## src/rtl/mem_dump_streamer_if.sv

```systemverilog
// ----------------------------------------------------------------------------
// mem_dump_streamer_if
//   Bundles the request, memory-read and byte-stream signals of the memory
//   dump streamer.
//   master : the controlling side (issues requests, supplies memory read data,
//            consumes the byte stream)
//   slave  : the streamer itself
//   Signals:
//     start/base_addr/length      request (master -> slave)
//     busy/done/err               status (slave -> master)
//     mem_addr/mem_we/mem_write_size  memory port (slave -> master)
//     mem_rd                      memory read data (master -> slave)
//     out_valid/out_data/out_addr byte stream (slave -> master)
//     out_ready                   stream back-pressure (master -> slave)
// ----------------------------------------------------------------------------
interface mem_dump_streamer_if #(
    parameter int LEN_W = 14
);
    logic             start;
    logic [31:0]      base_addr;
    logic [LEN_W-1:0] length;
    logic             busy;
    logic             done;
    logic             err;
    logic [31:0]      mem_addr;
    logic             mem_we;
    logic [1:0]       mem_write_size;
    logic [31:0]      mem_rd;
    logic             out_valid;
    logic [7:0]       out_data;
    logic [31:0]      out_addr;
    logic             out_ready;

    modport master (
        output start, base_addr, length, mem_rd, out_ready,
        input  busy, done, err, mem_addr, mem_we, mem_write_size,
               out_valid, out_data, out_addr
    );

    modport slave (
        input  start, base_addr, length, mem_rd, out_ready,
        output busy, done, err, mem_addr, mem_we, mem_write_size,
               out_valid, out_data, out_addr
    );
endinterface

```

## src/rtl/mem_dump_streamer.sv

```systemverilog
// ----------------------------------------------------------------------------
// mem_dump_streamer
//   Reads a byte range of a 32-bit little-endian data memory one word at a
//   time and emits it as a valid/ready byte stream, each byte tagged with its
//   byte address. Read-only: the memory port never writes.
//   Ports:
//     clk  : clock, all state changes on rising edge
//     rst  : asynchronous active-high reset
//     bus  : mem_dump_streamer_if.slave (request, memory read port, stream)
// ----------------------------------------------------------------------------
module mem_dump_streamer #(
    parameter logic [31:0] START_ADDR = 32'h8000_0000,
    parameter int          SIZE       = 8192,
    parameter int          LEN_W      = $clog2(SIZE) + 1
) (
    input logic                clk,
    input logic                rst,
    mem_dump_streamer_if.slave bus
);

    typedef enum logic [2:0] {
        IDLE  = 3'd0,
        FETCH = 3'd1,
        EMIT  = 3'd2,
        DONE  = 3'd3,
        ERR   = 3'd4
    } state_t;

    state_t           state_reg, state_next;
    logic [31:0]      cur_reg, cur_next;
    logic [LEN_W-1:0] remaining_reg, remaining_next;
    logic [31:0]      wbuf_reg, wbuf_next;
    logic [31:0]      mem_addr_reg, mem_addr_next;

    // Range check done in 33 bits so that a range running past the top of
    // the 32-bit address space is rejected instead of wrapping around.
    logic [32:0] offset;
    logic [32:0] end_offset;
    logic        below_range;
    logic        over_range;
    logic [31:0] fetch_addr;

    assign offset      = {1'b0, bus.base_addr} - {1'b0, START_ADDR};
    assign end_offset  = offset + {{(33-LEN_W){1'b0}}, bus.length};
    assign below_range = bus.base_addr < START_ADDR;
    assign over_range  = end_offset > 33'(SIZE);
    assign fetch_addr  = {cur_reg[31:2], 2'b00};

    always_ff @(posedge clk or posedge rst) begin
        if (rst) begin
            state_reg     <= IDLE;
            cur_reg       <= '0;
            remaining_reg <= '0;
            wbuf_reg      <= '0;
            mem_addr_reg  <= START_ADDR;
        end else begin
            state_reg     <= state_next;
            cur_reg       <= cur_next;
            remaining_reg <= remaining_next;
            wbuf_reg      <= wbuf_next;
            mem_addr_reg  <= mem_addr_next;
        end
    end

    // The byte lane is always cur[1:0]: cur and the lane advance together,
    // so a separate lane counter would only duplicate those two bits.
    always_comb begin
        state_next     = state_reg;
        cur_next       = cur_reg;
        remaining_next = remaining_reg;
        wbuf_next      = wbuf_reg;
        mem_addr_next  = mem_addr_reg;

        case (state_reg)
            IDLE: begin
                if (bus.start) begin
                    cur_next       = bus.base_addr;
                    remaining_next = bus.length;
                    if (below_range || over_range) begin
                        state_next = ERR;
                    end else if (bus.length == '0) begin
                        state_next = DONE;
                    end else begin
                        state_next = FETCH;
                    end
                end
            end
            FETCH: begin
                mem_addr_next = fetch_addr;
                wbuf_next     = bus.mem_rd;
                state_next    = EMIT;
            end
            EMIT: begin
                if (bus.out_ready) begin
                    cur_next       = cur_reg + 32'd1;
                    remaining_next = remaining_reg - 1'b1;
                    if (remaining_reg == LEN_W'(1)) begin
                        state_next = DONE;
                    end else if (cur_reg[1:0] == 2'd3) begin
                        state_next = FETCH;
                    end
                end
            end
            DONE:    state_next = IDLE;
            ERR:     state_next = IDLE;
            default: state_next = IDLE;
        endcase
    end

    // Outputs are decoded from registered state, so they are stable for the
    // whole cycle and drop to zero as soon as reset is asserted.
    assign bus.busy           = (state_reg == FETCH) || (state_reg == EMIT);
    assign bus.done           = (state_reg == DONE);
    assign bus.err            = (state_reg == ERR);
    assign bus.out_valid      = (state_reg == EMIT);
    assign bus.out_data       = (state_reg == EMIT) ? wbuf_reg[{cur_reg[1:0], 3'b000} +: 8] : 8'h00;
    assign bus.out_addr       = (state_reg == EMIT) ? cur_reg : 32'h0;
    // Memory is only read in FETCH; elsewhere the address holds its last value.
    assign bus.mem_addr       = (state_reg == FETCH) ? fetch_addr : mem_addr_reg;
    assign bus.mem_we         = 1'b0;
    assign bus.mem_write_size = 2'h2;

endmodule

```

## src/flat_wrapper.sv

```systemverilog
// flat-port wrapper written by rule: the top's interface ports become plain ports
module mem_dump_streamer_flat 
#(
    parameter logic [31:0] START_ADDR = 32'h8000_0000,
    parameter int          SIZE       = 8192,
    parameter int          LEN_W      = $clog2(SIZE) + 1
)
  (clk, rst, bus_start, bus_base_addr, bus_length, bus_mem_rd, bus_out_ready, bus_busy, bus_done, bus_err, bus_mem_addr, bus_mem_we, bus_mem_write_size, bus_out_valid, bus_out_data, bus_out_addr);
  mem_dump_streamer_if #(.LEN_W(LEN_W)) bus_i ();
  input logic clk;
  input logic rst;
  input wire logic [$bits(bus_i.start)-1:0] bus_start;
  input wire logic [$bits(bus_i.base_addr)-1:0] bus_base_addr;
  input wire logic [$bits(bus_i.length)-1:0] bus_length;
  input wire logic [$bits(bus_i.mem_rd)-1:0] bus_mem_rd;
  input wire logic [$bits(bus_i.out_ready)-1:0] bus_out_ready;
  output wire logic [$bits(bus_i.busy)-1:0] bus_busy;
  output wire logic [$bits(bus_i.done)-1:0] bus_done;
  output wire logic [$bits(bus_i.err)-1:0] bus_err;
  output wire logic [$bits(bus_i.mem_addr)-1:0] bus_mem_addr;
  output wire logic [$bits(bus_i.mem_we)-1:0] bus_mem_we;
  output wire logic [$bits(bus_i.mem_write_size)-1:0] bus_mem_write_size;
  output wire logic [$bits(bus_i.out_valid)-1:0] bus_out_valid;
  output wire logic [$bits(bus_i.out_data)-1:0] bus_out_data;
  output wire logic [$bits(bus_i.out_addr)-1:0] bus_out_addr;
  assign bus_i.start = bus_start;
  assign bus_i.base_addr = bus_base_addr;
  assign bus_i.length = bus_length;
  assign bus_i.mem_rd = bus_mem_rd;
  assign bus_i.out_ready = bus_out_ready;
  assign bus_busy = bus_i.busy;
  assign bus_done = bus_i.done;
  assign bus_err = bus_i.err;
  assign bus_mem_addr = bus_i.mem_addr;
  assign bus_mem_we = bus_i.mem_we;
  assign bus_mem_write_size = bus_i.mem_write_size;
  assign bus_out_valid = bus_i.out_valid;
  assign bus_out_data = bus_i.out_data;
  assign bus_out_addr = bus_i.out_addr;
  mem_dump_streamer #(.START_ADDR(START_ADDR), .SIZE(SIZE), .LEN_W(LEN_W)) u_core (.clk(clk), .rst(rst), .bus(bus_i));
endmodule
```

## config.mk

```make
export PLATFORM = sky130hd
export DESIGN_NAME = mem_dump_streamer_flat
export DESIGN_NICKNAME = d
export VERILOG_FILES = /design/src/rtl/mem_dump_streamer_if.sv /design/src/rtl/mem_dump_streamer.sv /design/src/flat_wrapper.sv
export SDC_FILE = /design/constraint.sdc
export NUM_CORES = 1
export LEC_CHECK = 0
export CELL_PAD_IN_SITES_DETAIL_PLACEMENT = 0
export CELL_PAD_IN_SITES_GLOBAL_PLACEMENT = 1
export CORE_ASPECT_RATIO = 1.1
export CORE_MARGIN = 5
export CORE_UTILIZATION = 31
export CTS_CLUSTER_DIAMETER = 120
export DETAILED_ROUTE_END_ITERATION = 16
export PLACE_DENSITY = 0.64
export SYNTH_ARGS = -nofsm -noshare
export SYNTH_HDL_FRONTEND = slang
export SYNTH_SLANG_ARGS = --single-unit
```

## constraint.sdc

```tcl
create_clock -name clk -period 7.66 [get_ports clk]
set_clock_uncertainty 0.1 [all_clocks]
set_input_delay 0.766 -clock clk [delete_from_list [all_inputs] [get_ports clk]]
set_output_delay 0.766 -clock clk [all_outputs]
set_load 0.05 [all_outputs]
```

# Word-level counts from Yosys, hierarchy flattened
# Cells that the tools add are included.
dict set report op_classes {
  addsub 4
  order_cmp 2
  n_eq_ne 9
  shift 1
  mux 16
  reduce_logical 7
}
# cell count
set ops {}
lappend ops {{two-way mux 32 bit} 4}
lappend ops {{case mux 32 bit (2 select lines)} 1}
lappend ops {{adder 33 x 14 -> 33 bit} 1}
lappend ops {{> comparator 33 x 14 -> 1 bit, second input constant} 1}
lappend ops {{subtractor 32 x 32 -> 33 bit, second input constant} 1}
lappend ops {{adder 32 x 1 -> 32 bit, second input constant} 1}
lappend ops {{< comparator 32 bit, second input constant} 1}
lappend ops {{variable part select 32 x 6 -> 8 bit} 1}
lappend ops {{two-way mux 14 bit} 2}
lappend ops {{case mux 14 bit (2 select lines)} 1}
lappend ops {{two-way mux 3 bit} 5}
lappend ops {{== test 14 x 1 -> 1 bit, second input constant} 1}
lappend ops {{zero test 14 bit} 1}
lappend ops {{subtractor 14 x 1 -> 14 bit, second input constant} 1}
lappend ops {{case mux 3 bit (3 select lines)} 1}
lappend ops {{two-way mux 8 bit} 1}
lappend ops {{== test 3 x 2 -> 1 bit, second input constant} 2}
lappend ops {{AND reduction 3 bit} 2}
lappend ops {{!= test 2 bit, second input constant} 2}
lappend ops {{== test 3 x 1 -> 1 bit, second input constant} 1}
lappend ops {{== test 3 bit, second input constant} 1}
lappend ops {{zero test 3 bit} 1}
lappend ops {{!= test 3 x 1 -> 1 bit, second input constant} 1}
lappend ops {{== test 2 bit, second input constant} 1}
lappend ops {{3 further kinds} 4}
dict set report word_totals {
  regBits 113
  input_bits 82
  out_inout_bits 79
  wordCells 44
}

# Logic depth before layout (Yosys ltp)
dict set report depth {
  ltp_word 7
  ltp_mapped 11
  depth_no_buf 10
}

# Worst setup path after synthesis
# No wires, ideal clock.
dict set report synth_path {
  path_kind {input-to-reg}
  startpoint {input port bus_length[0]}
  endpoint {register u_core.state_reg[2]}
  setup_time_ns 0.119
  arrival_ns 3.150
  path_slack_ns 4.291
  path_stages 10
  n_path_buf 0
  path_cell_list {ha_1 -> fa_1 -> a211oi_1 -> o21ai_0 -> a21oi_1 -> o211ai_1 -> a2111oi_4 -> nand4_1 -> a2111o_1 -> and2_1}
}
dict set report synth_via {
  elab_chain_cells 6
}
# element line
set synth_rtl {}
lappend synth_rtl {{start, declared} flat_wrapper.sv:14} ;# input wire logic [$bits(bus_i.length)-1:0] bus_length;
lappend synth_rtl {{adder 33 x 14 -> 33 bit} mem_dump_streamer.sv:44} ;# assign end_offset = offset + {{(33-LEN_W){1'b0}}, bus.length};
lappend synth_rtl {{> comparator 33 x 14 -> 1 bit} mem_dump_streamer.sv:46} ;# assign over_range = end_offset > 33'(SIZE);
lappend synth_rtl {{logical OR 1 bit} mem_dump_streamer.sv:79} ;# if (below_range || over_range) begin
lappend synth_rtl {{two-way mux 3 bit} mem_dump_streamer.sv:79}
lappend synth_rtl {{two-way mux 3 bit} mem_dump_streamer.sv:76} ;# if (bus.start) begin
lappend synth_rtl {{case mux 3 bit (3 select lines)} mem_dump_streamer.sv:74} ;# case (state_reg)
lappend synth_rtl {{end signal, assigned} mem_dump_streamer.sv:57} ;# state_reg <= state_next;
lappend synth_rtl {{end, declared} mem_dump_streamer.sv:29} ;# state_t state_reg, state_next;
# No other way between the ends. The select of a mux whose other input is x is not followed.
# A chain may end at the register's enable or synchronous reset.

# Final worst setup path
dict set report layout_path {
  startpoint {register u_core.state_reg[1]}
  endpoint {output port bus_out_addr[2]}
}
dict set report layout_via {
  elab_chain_cells 2
}
# element line
set layout_rtl {}
lappend layout_rtl {{== test 3 x 2 -> 1 bit} mem_dump_streamer.sv:117} ;# assign bus.out_addr = (state_reg == EMIT) ? cur_reg : 32'h0;
lappend layout_rtl {{two-way mux 32 bit} mem_dump_streamer.sv:117}
lappend layout_rtl {{end, declared} flat_wrapper.sv:25} ;# output wire logic [$bits(bus_i.out_addr)-1:0] bus_out_addr;
# No other way between the ends.

==> impl_summary.txt <==
----------------------------------------------------
[Timing]
  Unrepaired setup endpoints after global routing ... false
  Final cycle utilization of the critical path ... 57.3%
  Worst hold margin ... 392 ps
  Final setup violation count ... 0
  Relative max-transition margin ... 38.9%
  Final worst path period need ... 4390 ps
  Worst Max-Slew Pin Slew ... 917 ps
  Setup tns final ... 0 ps
  Achievable clock frequency ... 0.228 GHz
  Endpoints failing hold ... 0
  Number of slew-limit violations in the final report ... 0

[Detailed routing]
  Initial DRC count ... 360
  Sum of routed wire length over all layers ... 24700 um
  Routed wire per std cell ... 20.1 um
  DR pass1 iterations ... 5
  Count of antenna-violating nets left after detailed routing ... 0
  Routed via count ... 6699
  Final routed DRC violation total ... 0
  Via-per-instance ratio ... 5.44

[Die]
  Num ports ... 161
  Site Rows ... 58
  Die Y ... 170 um
  Core area ... 22900 um^2
  Die Area ... 26400 um^2
  Die X ... 155 um
  Starting density of the core ... 31.5%

[Placement]
  Port buffer count ... 157
  Area post-placement ... 9020 um^2
  Weighted congestion at the end of routability-driven global placement ... 0.849
  Detailed-placement wirelength estimate ... 17700 um

[Critical path]
  Endpoint of the worst register-to-register path ... u_core.cur_reg[26]
  Arrival time worst endpoint ... 3530 ps
  R2R depth ... 10
  Endpoint class of the critical path ... output pin
  Worst reg-to-reg setup slack ... 3660 ps
  Required arrival time at the worst endpoint ... 6790 ps
  Kind of critical path ... flip-flop to output pin
  CP Launch Point ... u_core.state_reg[1]
  Kind of start point of the critical path ... flip-flop
  Capturing instance or port of the critical path ... bus_out_addr[2]
  Largest fanout on the critical path ... 53
  Source of the worst register-to-register timing path ... u_core.state_reg[1]

[Global route]
  Overall global routing resource usage ... 18.7%
  Busiest metal layer after global routing ... met2
  Initial antenna violation count ... 0
  Overflow left after global routing ... 0
  Met3 usage in global routing ... 6.21%
  Vias in the first global route ... 6771
  Met1 Use GR ... 25.9%
  First-pass GRT wire length ... 39200 um
  Met2 Usage GRT ... 28.3%
  Largest net degree at the start of global routing ... 67

[Synthesis]
  Post-synthesis share of cell area spent on full adders, half adders and majority gates ... 3.22%
  Number of synthesized flops with an enable pin ... 0
  Ys async rst share ... 100%
  Post-synth design cell area ... 7220 um^2
  Multiplexer area fraction after synthesis ... 12.6%
  Ys Warns ... 0
  Most frequent cell after synthesis ... sky130_fd_sc_hd__dfrtp_1
  Cells after Synth ... 784
  Fraction of the yosys area taken by sequential cells ... 39.2%
  Most used DFF post-synth ... sky130_fd_sc_hd__dfrtp_1
  Simple-gate share of the synthesized area ... 19.9%
  Largest cells by area after synthesis ... sky130_fd_sc_hd__dfrtp_1 39%, sky130_fd_sc_hd__mux2_2 9.7%, sky130_fd_sc_hd__a21oi_1 4.9%, sky130_fd_sc_hd__o21ai_0 4.0%, sky130_fd_sc_hd__nand2_1 3.8%
  Top post-synthesis cells by count ... 112 x sky130_fd_sc_hd__dfrtp_1, 74 x sky130_fd_sc_hd__nand2_1, 70 x sky130_fd_sc_hd__a21oi_1
  Combinational family with the most area after synthesis ... compound AO/OA/AOI/OAI gates
  Share of the synthesized area in the top cell type ... 38.8%
  Cell type contributing the most total cell area after synthesis ... sky130_fd_sc_hd__dfrtp_1
  XOR/XNOR Fraction of Synth Area ... 1.21%
  Netlist cell types ... 77
  Post-synthesis compound-gate area fraction ... 19.9%
  Count of state elements after synthesis ... 113
  Synthesized area per cell ... 9.21 um^2

[Pwr]
  Proportion of power drawn by combinational gates ... 30.8%
  Fraction of power consumed by sequential logic ... 34.7%
  Pint ... 1.64 mW
  Standby leakage power ... 3.90 nW
  Cell Pwr Density ... 258 nW/um^2
  Post-layout power ... 2.49 mW
  Net switching power ... 0.849 mW
  Switching Fraction ... 34.1%
  Maximum vdd drop ... 0.000156 V
  Part of the power in the clock network ... 34.5%

[Final layout]
  Area growth from synthesis to final layout ... 33.7%
  Number of fill cells ... 2330
  Final Instance Area ... 9650 um^2
  # nets final ... 1019
  Final design utilization ... 42.1%
  Fraction of layout cells with a size suffix above 1 ... 13.7%
  Antenna diode count ... 0

[Clocking]
  Clock H-tree levels ... 4
  Number of buffers inserted by post-CTS setup repair ... 0
  Cell at the root of the clock tree ... sky130_fd_sc_hd__clkbuf_16
  Number of gates given a new drive strength after cts ... 0
  Number of clock sinks ... 113
  Clock transition time at the flip-flop clock pins of the worst setup and hold paths ... 60 ps
  Number of clock buffers inserted by TritonCTS ... 17
  Largest buffer count on any clock path ... 2
  Clock tree from TritonCTS ... yes
  Quantity of hold-fixing buffers added after cts ... 0
  Later-pin clock latency in the skew report ... 420 ps

[Status]
  Status ... complete, no violations

[Run]
  Max cap viols ... 0

[Min path]
  Hold/Removal Path Class ... flip-flop to flip-flop

----------------------------------------------------
==> power groups by stage <==
stage,Combinational [mW],Sequential [mW],Clock (mW)
6_report,0.766,0.863,0.859
5_1_grt,0.823,0.886,0.900
4_1_cts,0.773,0.865,0.874
3_5_place_dp,0.769,0.874,0
3_3_place_gp,0.769,0.871,0
2_1_floorplan,0.548,0.821,0
==> worst min-delay path by stage <==
stage | slack, ps | start | to | cells after the start
3_3_place_gp | 380 | u_core.mem_addr_reg[16] | u_core.mem_addr_reg[16] | 1
6_report | 390 | u_core.mem_addr_reg[5] | u_core.mem_addr_reg[5] | 1
5_1_grt | 410 | u_core.mem_addr_reg[4] | u_core.mem_addr_reg[4] | 1
4_1_cts | 400 | u_core.mem_addr_reg[12] | u_core.mem_addr_reg[12] | 1
3_5_place_dp | 390 | u_core.mem_addr_reg[3] | u_core.mem_addr_reg[3] | 1
2_1_floorplan | 380 | u_core.wbuf_reg[15] | u_core.wbuf_reg[15] | 1
==> logic make-up after synthesis <==
logic type | count (synthesis)
xor+xnor | 10
buf+inv | 68
flops | 113
mux | 73
simple gates | 277
fa+ha+maj | 18
compound gates | 223
other cells | 2
==> placed cells by master, fill, tap and decap left out, drive strengths merged, types with 4 or more instances in the layout <==
cell           Yosys  final
inv               20     20
o211ai             8      8
nor3b              7      7
a211oi             5      5
and2              43     43
or2                5      5
xor2               4      4
o22ai             12     12
clkdlybuf4s50      0    157
buf               10      6
mux4               8      8
a21oi             70     70
nor3              19     19
clkbuf            38     21
and4               7      7
nand4             13     13
or3                5      5
nor4              12     12
dfrtp            112    112
mux2              62     62
xnor2              6      6
ha                17     17
a211o              5      5
a22oi              8      8
nand2             74     74
a21o               5      5
a22o               5      5
nor2              46     46
and3               9      9
o31ai              4      4
nand3             29     29
o2111ai            4      4
bufinv             0      4
a31oi              6      6
o21ai             58     58
==> stage by stage <==
| step | std cells | worst slack, ps |
|---|---|---|
| finish | 1231 | 3270 |
| global route | 1231 | 3120 |
| CTS | 1231 | 3230 |
| detailed placement | 1200 | 3440 |
| global placement | 1200 | 3470 |
| floorplan | 785 | 3810 |
==> final cells by class <==
| cell class | instances | area, um^2 | area share (%) |
|---|---|---|---|
| tap | 300 | 375 | 3.89 |
| clock inverter | 10 | 158 | 1.63 |
| timing repair buffer | 163 | 1620 | 16.8 |
| clock buffer | 21 | 470 | 4.88 |
| sequential | 113 | 2830 | 29.3 |
| multi-input combinational | 604 | 4120 | 42.7 |
| inverter | 20 | 77.6 | 0.804 |
==> routing by layer <==
metal / share of wire (%) / wire (um)
met5: 0 / 0
met4: 1.2 / 289
met3: 8.3 / 2050
met2: 44 / 11000
met1: 46 / 11400
==> worst max-delay path, stage by stage, from the launching register on <==
cell                              delay, ps
sky130_fd_sc_hd__dfrtp_1                790
sky130_fd_sc_hd__nand2_1                110
sky130_fd_sc_hd__buf_4                  320
sky130_fd_sc_hd__inv_2                  270
sky130_fd_sc_hd__buf_4                  520
sky130_fd_sc_hd__and2_1                 240
sky130_fd_sc_hd__clkdlybuf4s50_1        810
No activity file was read; power rests on OpenSTA's default activity.
